File: src/rtl/fetch_controller_pkg.sv
// Types and constants shared by the fetch controller and its sub-blocks.
package fetch_controller_pkg;

    localparam int ROM_ADDR_WIDTH       = 32;
    localparam int DRAIN_CYCLES_DEFAULT = 3;
    localparam int DRAIN_CNT_WIDTH      = 4;

    typedef logic [ROM_ADDR_WIDTH-1:0] RomAddress;

    typedef enum logic [1:0] {
        RUN    = 2'd0,
        DRAIN  = 2'd1,
        HALTED = 2'd2
    } FetchState;

endpackage

File: src/rtl/saturating_counter.sv
// Up-counter that sticks at all-ones instead of wrapping; usable for any perf event.
module saturating_counter #(
    parameter int WIDTH = 16
) (
    input  logic             clk,
    input  logic             clear,
    input  logic             inc,
    output logic [WIDTH-1:0] count
);

    localparam logic [WIDTH-1:0] ONE = {{(WIDTH-1){1'b0}}, 1'b1};

    logic [WIDTH-1:0] count_r;

    // Count register: clear has priority, increment only below saturation
    always_ff @(posedge clk) begin
        if (clear) begin
            count_r <= {WIDTH{1'b0}};
        end else if (inc && (count_r != {WIDTH{1'b1}})) begin
            count_r <= count_r + ONE;
        end else begin
            count_r <= count_r;
        end
    end

    assign count = count_r;

endmodule

File: src/rtl/fetch_controller.sv
// PC redirect arbitration, front-end stall/flush generation and EBREAK halt with drain.
module fetch_controller
    import fetch_controller_pkg::*;
#(
    parameter int DRAIN_CYCLES = DRAIN_CYCLES_DEFAULT,
    parameter int PERF_WIDTH   = 16
) (
    input  logic                  clk,
    input  logic                  reset,
    input  logic                  ex_branch_taken,
    input  RomAddress             ex_branch_target,
    input  logic                  id_jump,
    input  RomAddress             id_jump_target,
    input  logic                  load_use_hazard,
    input  logic                  imem_ready,
    input  logic                  halt_req,
    input  logic                  resume,
    output logic                  pc_stall,
    output logic                  pc_should_branch,
    output RomAddress             pc_branch_target,
    output logic                  stall_if_id,
    output logic                  flush_if_id,
    output logic                  flush_id_ex,
    output logic                  halted,
    output logic [PERF_WIDTH-1:0] redirect_count
);

    localparam logic [DRAIN_CNT_WIDTH-1:0] DRAIN_LOAD = DRAIN_CNT_WIDTH'(DRAIN_CYCLES - 1);
    localparam logic [DRAIN_CNT_WIDTH-1:0] CNT_ZERO   = {DRAIN_CNT_WIDTH{1'b0}};
    localparam logic [DRAIN_CNT_WIDTH-1:0] CNT_ONE    = {{(DRAIN_CNT_WIDTH-1){1'b0}}, 1'b1};

    FetchState                  state_r;
    FetchState                  state_next_s;
    logic [DRAIN_CNT_WIDTH-1:0] drain_cnt_r;
    logic [DRAIN_CNT_WIDTH-1:0] drain_cnt_next_s;
    logic                       halted_r;

    // State, drain counter and halted flag registers
    always_ff @(posedge clk) begin
        if (reset) begin
            state_r     <= RUN;
            drain_cnt_r <= CNT_ZERO;
            halted_r    <= 1'b0;
        end else begin
            state_r     <= state_next_s;
            drain_cnt_r <= drain_cnt_next_s;
            halted_r    <= (state_next_s == HALTED);
        end
    end

    // Next state and zero-latency front-end controls
    always_comb begin
        state_next_s     = state_r;
        drain_cnt_next_s = drain_cnt_r;
        pc_stall         = 1'b0;
        pc_should_branch = 1'b0;
        pc_branch_target = {ROM_ADDR_WIDTH{1'b0}};
        stall_if_id      = 1'b0;
        flush_if_id      = 1'b0;
        flush_id_ex      = 1'b0;

        case (state_r)
            RUN: begin
                // The EX branch is older, so a same-cycle ID jump is wrong-path
                if (ex_branch_taken) begin
                    pc_should_branch = 1'b1;
                    pc_branch_target = ex_branch_target;
                    flush_if_id      = 1'b1;
                    flush_id_ex      = 1'b1;
                end else if (id_jump) begin
                    pc_should_branch = 1'b1;
                    pc_branch_target = id_jump_target;
                    flush_if_id      = 1'b1;
                end else if (load_use_hazard) begin
                    pc_stall    = 1'b1;
                    stall_if_id = 1'b1;
                    flush_id_ex = 1'b1;
                end else if (!imem_ready) begin
                    pc_stall    = 1'b1;
                    flush_if_id = 1'b1;
                end else if (halt_req) begin
                    pc_stall         = 1'b1;
                    flush_if_id      = 1'b1;
                    state_next_s     = DRAIN;
                    drain_cnt_next_s = DRAIN_LOAD;
                end else begin
                    state_next_s = RUN;
                end
            end

            DRAIN: begin
                pc_stall    = 1'b1;
                flush_if_id = 1'b1;
                // A taken older branch means the EBREAK itself was wrong-path
                if (ex_branch_taken) begin
                    pc_should_branch = 1'b1;
                    pc_branch_target = ex_branch_target;
                    flush_id_ex      = 1'b1;
                    state_next_s     = RUN;
                    drain_cnt_next_s = CNT_ZERO;
                end else if (drain_cnt_r == CNT_ZERO) begin
                    state_next_s = HALTED;
                end else begin
                    drain_cnt_next_s = drain_cnt_r - CNT_ONE;
                end
            end

            HALTED: begin
                pc_stall    = 1'b1;
                stall_if_id = 1'b1;
                if (resume) begin
                    state_next_s = RUN;
                end else begin
                    state_next_s = HALTED;
                end
            end

            default: begin
                state_next_s     = RUN;
                drain_cnt_next_s = CNT_ZERO;
            end
        endcase
    end

    assign halted = halted_r;

    saturating_counter #(
        .WIDTH (PERF_WIDTH)
    ) u_redirect_counter (
        .clk   (clk),
        .clear (reset),
        .inc   (pc_should_branch),
        .count (redirect_count)
    );

endmodule

File: config.mk
export PLATFORM = sky130hd
export DESIGN_NAME = fetch_controller
export DESIGN_NICKNAME = d
export VERILOG_FILES = /design/src/rtl/fetch_controller_pkg.sv /design/src/rtl/saturating_counter.sv /design/src/rtl/fetch_controller.sv
export SDC_FILE = /design/constraint.sdc
export NUM_CORES = 1
export LEC_CHECK = 0
export BUFFER_PORTS_ARGS = -buffer_cell sky130_fd_sc_hd__buf_4
export CAP_MARGIN = 20
export CORE_AREA = 2 2 83 85
export CTS_BUF_LIST = sky130_fd_sc_hd__clkbuf_2
export DETAILED_ROUTE_END_ITERATION = 16
export DIE_AREA = 0 0 85 87
export HOLD_SLACK_MARGIN = 0.08
export PLACE_DENSITY = 0.57
export SLEW_MARGIN = 20
export SYNTH_ARGS = -nofsm -noshare
export SYNTH_HDL_FRONTEND = slang
export SYNTH_SLANG_ARGS = --single-unit
export TNS_END_PERCENT = 5
File: constraint.sdc
create_clock -name clk -period 2.2 [get_ports clk]
set_input_delay 0.44 -clock clk [delete_from_list [all_inputs] [get_ports clk]]
set_output_delay 0.44 -clock clk [all_outputs]
set_load 0.02 [all_outputs]
# ---- Yosys cells after proc, flatten, opt, wreduce, memory -nomap -nowiden
# Index checks and enable logic that the tools add are counted.
# W data, S select, Z words.
dict set report totals {
  reg_bits 23
  input_bits 72
  word_cells 63
}
dict set report op_classes {
  add_sub_neg 2
  eq_ne 10
  n_mux 41
  n_bitwise 1
  n_reduce_logical 5
}
# operator n
set op_table {}
lappend op_table {{$mux W32} 3}
lappend op_table {{$pmux W32 S2} 1}
lappend op_table {{$mux W4} 7}
lappend op_table {{$add A16 B1 Y16 const B} 1}
lappend op_table {{$mux W1} 16}
lappend op_table {{$ne A16 B16 Y1 const B} 1}
lappend op_table {{$mux W2} 7}
lappend op_table {{$pmux W4 S3} 1}
lappend op_table {{$ne A2 B2 Y1 const B} 5}
lappend op_table {{$pmux W1 S2} 5}
lappend op_table {{$reduce_and A7 Y1} 1}
lappend op_table {{$pmux W2 S3} 1}
lappend op_table {{$eq A2 B2 Y1 const B} 2}
lappend op_table {{$logic_not A4 Y1} 1}
lappend op_table {{$sub A4 B1 Y4 const B} 1}
lappend op_table {{$ne A3 B3 Y1 const B} 1}
lappend op_table {{$eq A2 B1 Y1 const B} 1}
lappend op_table {{$logic_not A2 Y1} 1}
lappend op_table {{$reduce_or A2 Y1} 1}
lappend op_table {{$logic_and A1 B1 Y1} 1}
lappend op_table {{$not A1 Y1} 1}

# ---- Logic depth before layout (Yosys ltp)
# Gate-level depths: netlist (run 1).
dict set report depth {
  depth_word 7
  depth_mapped 8
}

# ---- Modules after synthesis
# A second synthesis (run 1) with hierarchy kept.
dict set report unflattened {
  cells_unflattened 209
  area_unflattened_um2 1725.4
}
# module instances cells_each area_each_um2 seq_area_each_um2
set by_module_without_submodules {}
lappend by_module_without_submodules {fetch_controller 1 110 877.1 140.1}
lappend by_module_without_submodules {saturating_counter 1 99 848.3 320.3}

# ---- Worst setup path after synthesis (run 1)
# Ideal clock, no wire load.
dict set report synth_timing {
  kind {flip-flop to output port}
  startpoint {reg state_r[1]}
  endpoint {out pc_should_branch}
  arrival_ns 1.558
  slack_ns 0.202
  stages_incl_launch_ff 7
  path_cell_list {dfxtp_1 > inv_1 > ha_1 > o21a_1 > a21oi_1 > buf_2 > inv_1}
}
dict set report synth_between {
  elab_chain_len 2
  elab_cells_between_ends 3
  cone_classes {eq/ne: 1; mux: 1; reduce/logical: 1}
}
# item line_no
set synth_lines {}
lappend synth_lines {{from (decl)} fetch_controller.sv:32} ;# FetchState state_r;
lappend synth_lines {{from (signal assigned)} fetch_controller.sv:45} ;# state_r <= state_next_s;
lappend synth_lines {{$eq A2 B1 Y1 / $logic_not A2 Y1 (equally long branches)} fetch_controller.sv:62} ;# case (state_r)
lappend synth_lines {{$pmux W1 S2 *} fetch_controller.sv:62}
lappend synth_lines {{to (decl)} fetch_controller.sv:19} ;# output logic pc_should_branch,
# Mark *: on every way between the ends. The rest lies on a longest branch, timed or not.

# ---- Final worst setup path (run 1)
dict set report layout_timing {
  startpoint {reg state_r[0]}
  endpoint {out pc_branch_target[23]}
}
dict set report layout_between {
  elab_chain_len 2
  elab_cells_between_ends 3
  cone_classes {eq/ne: 1; mux: 1; reduce/logical: 1}
}
# item line_no
set layout_lines {}
lappend layout_lines {{$eq A2 B1 Y1 / $logic_not A2 Y1 (equally long branches)} fetch_controller.sv:62}
lappend layout_lines {{$pmux W32 S2 *} fetch_controller.sv:62}
lappend layout_lines {{to (decl)} fetch_controller.sv:20} ;# output RomAddress pc_branch_target,
# Marks and branches as above.

==> results of run 1 <==
-- worst max-delay path, stage by stage, from the launching register on --
cell	delay (ns)
dfxtp_4	0.44
inv_4	0.05
ha_4	0.17
o21a_4	0.23
buf_12	0.15
a22o_1	0.23
buf_6	0.13
-- power by group --
group	total [mW]	switching (mW)	internal (mW)
logic	0.591	0.278	0.314
registers	0.445	0.0141	0.431
clock network	0.182	0.134	0.0480
-- worst max path at each step --
| stage | startpoint | end | slack (ns) | cells after the start |
|---|---|---|---|---|
| detailed placement | state_r[1]$_SDFF_PP0_ | u_redirect_counter.count[15]$_SDFFE_PP0P_ | 0.10 | 6 |
| floorplan | state_r[1]$_SDFF_PP0_ | pc_should_branch | 0.20 | 6 |
| finish | state_r[0]$_SDFF_PP0_ | pc_branch_target[23] | 0.003 | 6 |
| CTS | state_r[0]$_SDFF_PP0_ | pc_branch_target[1] | -0.04 | 6 |
| global route | state_r[0]$_SDFF_PP0_ | pc_branch_target[12] | -0.07 | 6 |
| global placement | state_r[1]$_SDFF_PP0_ | pc_branch_target[28] | 0.20 | 6 |
-- timing repair --
action                     in CTS  in global routing
gates resized for setup        49                  3
setup endpoints to repair      34                 33
setup buffers                   2                  0
cloned                          1                  0
pin swaps                      22                  8
hold buffers                    0                  0
-- final cells by class --
type	instances	share of cell area [%]
tap	80	3.33
sequential	23	15.5
clock buffer	4	0.665
inverter	12	1.58
multi-input combinational	162	40.2
timing repair buffer	133	38.8
-- layer usage --
layer	share of wire (%)	up-vias
li1	-	1068
met1	39	1002
met2	52	85
met3	8.2	6
met4	0.69	0
met5	0	-
-- Yosys cell counts (2+ instances only) --
cell type / instances / area (um2)
a21oi_1: 18 / 90.1
a22o_1: 32 / 280
a31oi_1: 2 / 12.5
and3_1: 2 / 12.5
buf_2: 2 / 10.0
buf_6: 2 / 22.5
clkbuf_1: 8 / 30.0
dfxtp_1: 23 / 460
ha_1: 7 / 87.6
inv_1: 12 / 45.0
mux2_2: 4 / 45.0
nand2_1: 9 / 33.8
nand3_1: 5 / 25.0
nand4_1: 2 / 12.5
nor2_1: 8 / 30.0
nor2b_1: 6 / 37.5
nor3_1: 3 / 15.0
nor4_1: 5 / 31.3
o21a_1: 2 / 15.0
o21ai_0: 9 / 45.0
o21ai_1: 2 / 10.0
o31ai_1: 12 / 90.1
or3_1: 5 / 31.3
or3b_2: 2 / 17.5
or4_1: 11 / 82.6
-- through the flow --
stage / cell area [um2] / cells
detailed placement: 2760 / 407
global placement: 2760 / 407
global route: 3010 / 414
finish: 3010 / 414
CTS: 3000 / 414
floorplan: 1750 / 210
-- registers in the layout, indices dropped and copies added (netlist names) --
name                      count
u_redirect_counter.count     16
halted                        1
drain_cnt_r                   4
state_r                       2
-- kinds of logic (layout without fill, tap and decap cells) --
kind of cell / after synthesis / in the layout / share of synthesized area, %
AO/OA/AOI/OAI: 84 / 84 / 34.3
adder cells (fa/ha/maj): 7 / 7 / 5.01
buffers and inverters: 25 / 149 / 6.58
flip-flops: 23 / 23 / 26.3
multiplexers: 4 / 4 / 2.57
AND/OR/NAND/NOR: 67 / 67 / 25.3
==> results.ini, run 1 <==
[run_status]
status=complete, no violations

[worst_hold_path]
hp-class=input port to flop
hold_path_depth=2
hold_path.startpoint=reset
min_to=u_redirect_counter.count[5]$_SDFFE_PP0P_

[power]
peakVddDrop_mv=0.245
p_leak_nw=1.35
p_total_mw=1.22
p_per_area_mw_per_mm2=405

[worst_setup_path]
path_class=flop to output pin
cp.required_ns=1.76
ff2ff_setup_slack_ns=0.20
endpoint_kind=output pin
reg2reg_to=u_redirect_counter.count[15]$_SDFFE_PP0P_
cp.arrival_ns=1.76
cp-start-kind=flop
r2r_cells=6
rr_startpoint=state_r[1]$_SDFF_PP0_
crit_path_max_fanout=16

[timing]
finClkSkew_ns=0.0169
rsz0062_at_grt=true
finalSetupViolCount=0
slew_headroom_pct=62.7
finalMaxSlewViolations=0
period_minus_slack_ns=2.20
fin_crit_sh_pct=99.8
fin_hold_ws_ns=0.413
hold_viol=0
fmax_ghz=0.455
setup_slack_ns=0.00348
tns_ns=0
worst_pin_slew_ns=0.560

[floorplanning]
num_io_pins=126
rows=30
initial_core_util_pct=26.6
die-area_mm2=0.00740
core_mm2=0.00657
die_w_um=85
chipHeight_um=87

[finish]
diodes=0
syn_to_final_growth_pct=72.0
final_cell_mix=buf_4, buf_6, a22o_1, dfxtp_1, a21oi_1
layout_commonest_cell=buf_4
drive_gt1_share_pct=46.4
multiInputGateArea_mm2=0.00121
fillCellCount=649
register_area_um2=465
final_util_pct=45.8
nets=414

[route]
drt_iter0_drc=58
wire_per_inst_um=15.4
drt_wl_total_um=6390
ant_nets=0
first_pass_iters=4
drc=0
vias_per_cell=5.22
routed-via-count=2161

[clock_tree]
cts_tree=built
cts_buffers=3
clk_latency_ns=0.35
h-tree-depth=1
clk_path_buf_depth=2
clkSinkCount=23
clkTransAtPathRegs_ns=0.23
cts_root_buf=clkbuf_2

[yosys]
syn_nets=289
ys_ff_latch=23
yosys_warnings=0
syn_inst=210
yosysUniqueCellTypes=42
avgSynthCellArea_um2=8.33
synth_ff_type=dfxtp_1
async_reset_ff_share_pct=0
synth_edf_count=0
yosysSeqAreaShare_pct=26.3
syn-cell-area_mm2=0.00175

[global_route]
met2_usage_pct=31.3
antenna_found_initial=0
grt_first_pass_wirelength_um=10100
gr-total-overflow=0
grt_pass1_vias=2230
grt_use_total_pct=16.5
use_met1_pct=18.3
grtUsageMet3_pct=4.17
top_usage_layer=met2
grt_max_degree=33

[place]
port_buffers=125
gp_congestion=0.867
dpl.hpwl_um=4910
place_ws_ns=0.104

[run]
drv_cap=0

No activity file was read; power rests on OpenSTA's default activity.
==> inputs of run 2 (changes only) <==
Settings changed: SETUP_SLACK_MARGIN from default to 0.4.
==> results.ini, run 2 (synthesis gave the netlist of run 1 again) <==
[clock_tree]
clkSinkCount=23
cts_buffers=3
cts_root_buf=clkbuf_2
cts_tree=built
clk_latency_ns=0.37
h-tree-depth=1
cts_hold_buf=0
clk_path_buf_depth=2
clkTransAtPathRegs_ns=0.26

[worst_setup_path]
rr_startpoint=state_r[0]$_SDFF_PP0_
crit_path_max_fanout=8
cp.arrival_ns=1.79
cp.required_ns=1.76
ff2ff_setup_slack_ns=0.29
r2r_cells=7
endpoint_kind=output pin
path_class=flop to output pin
cp-start-kind=flop
reg2reg_to=u_redirect_counter.count[11]$_SDFFE_PP0P_

[worst_hold_path]
hp-class=input port to flop
hold_path.startpoint=reset
hold_path_depth=2
min_to=u_redirect_counter.count[12]$_SDFFE_PP0P_

[floorplanning]
die-area_mm2=0.00740
core_mm2=0.00657
initial_core_util_pct=26.6
rows=30
chipHeight_um=87
die_w_um=85
num_io_pins=126

[route]
drt_wl_total_um=6750
routed-via-count=2198
wire_per_inst_um=16.1
drc=0
first_pass_iters=4
vias_per_cell=5.23
ant_nets=0
drt_iter0_drc=123

[timing]
finalMaxSlewViolations=0
worst_pin_slew_ns=0.519
tns_ns=-0.568
setup_slack_ns=-0.0278
finClkSkew_ns=0.0220
fin_crit_sh_pct=101
fin_hold_ws_ns=0.375
hold_viol=0
fmax_ghz=0.449
slew_headroom_pct=65.2
rsz0062_at_grt=true
period_minus_slack_ns=2.23
finalSetupViolCount=32

[power]
p_per_area_mw_per_mm2=387
p_leak_nw=1.42
peakVddDrop_mv=0.187
p_total_mw=1.28

[global_route]
grt_pass1_vias=2071
antenna_found_initial=0
grt_use_total_pct=17.4
gr-total-overflow=0
grt_first_pass_wirelength_um=10600
grt_max_degree=33

[finish]
diodes=0
drive_gt1_share_pct=57.6
final_cell_mix=buf_4, buf_6, a22o_1, a21oi_1
stdcell_count=420
nets=420
final_util_pct=50.4
largest_reg_flops=16
layout_commonest_cell=buf_4
final_area_mm2=0.00331
syn_to_final_growth_pct=89.4

[place]
post_dp_cell_area_mm2=0.00280
dpl.cell_count=408
dpl.hpwl_um=4730
gp_congestion=0.766
port_buffers=125
place_ws_ns=0.185

[run]
drv_cap=0

[run_status]
status=complete, but fails checks
violations=setup timing

## run 2: layout make-up
| cell class | instances | area, um2 |
|---|---|---|
| Clock inverter | 1 | 5.00 |
| Inverter | 12 | 47.5 |
| Sequential cell | 23 | 487 |
| Fill cell | 614 | 3260 |
| Multi-Input combinational cell | 162 | 1390 |
| Timing Repair Buffer | 139 | 1270 |
| Clock buffer | 3 | 15.0 |
| Tap cell | 80 | 100 |
## run 2: worst max-delay path, stage by stage (launching register included)
cell and delay [ns]:
dfxtp_4 0.43, inv_4 0.05, ha_4 0.17, o21a_4 0.27, buf_12 0.16, a22o_1 0.22, buf_6 0.13
## run 2: routing by layer
layer	GRT usage, %	wire [um]
met1	23.6	2890
met2	29.2	3490
met3	2.75	329
met4	3.46	45
met5	0	0
## run 2: worst max-delay path by stage
stage	start	endpoint	slack [ns]
2_1_floorplan	state_r[1]$_SDFF_PP0_	u_redirect_counter.count[15]$_SDFFE_PP0P_	0.33
4_1_cts	state_r[0]$_SDFF_PP0_	pc_branch_target[12]	-0.05
3_5_place_dp	state_r[1]$_SDFF_PP0_	pc_branch_target[12]	0.18
5_1_grt	state_r[1]$_SDFF_PP0_	pc_branch_target[10]	-0.11
6_report	state_r[0]$_SDFF_PP0_	pc_branch_target[12]	-0.03
3_3_place_gp	state_r[1]$_SDFF_PP0_	pc_branch_target[26]	0.23
## run 2: timing repair
item,CTS,global route
resized for setup,82,19
buffers inserted,5,0
gates cloned,3,0
endpoints found under the setup margin,52,57
pin swaps,63,21
## run 2: power breakdown
| part | switching, mW | internal (mW) |
|---|---|---|
| clock | 0.149 | 0.0412 |
| combinational | 0.296 | 0.349 |
| sequential | 0.0172 | 0.431 |
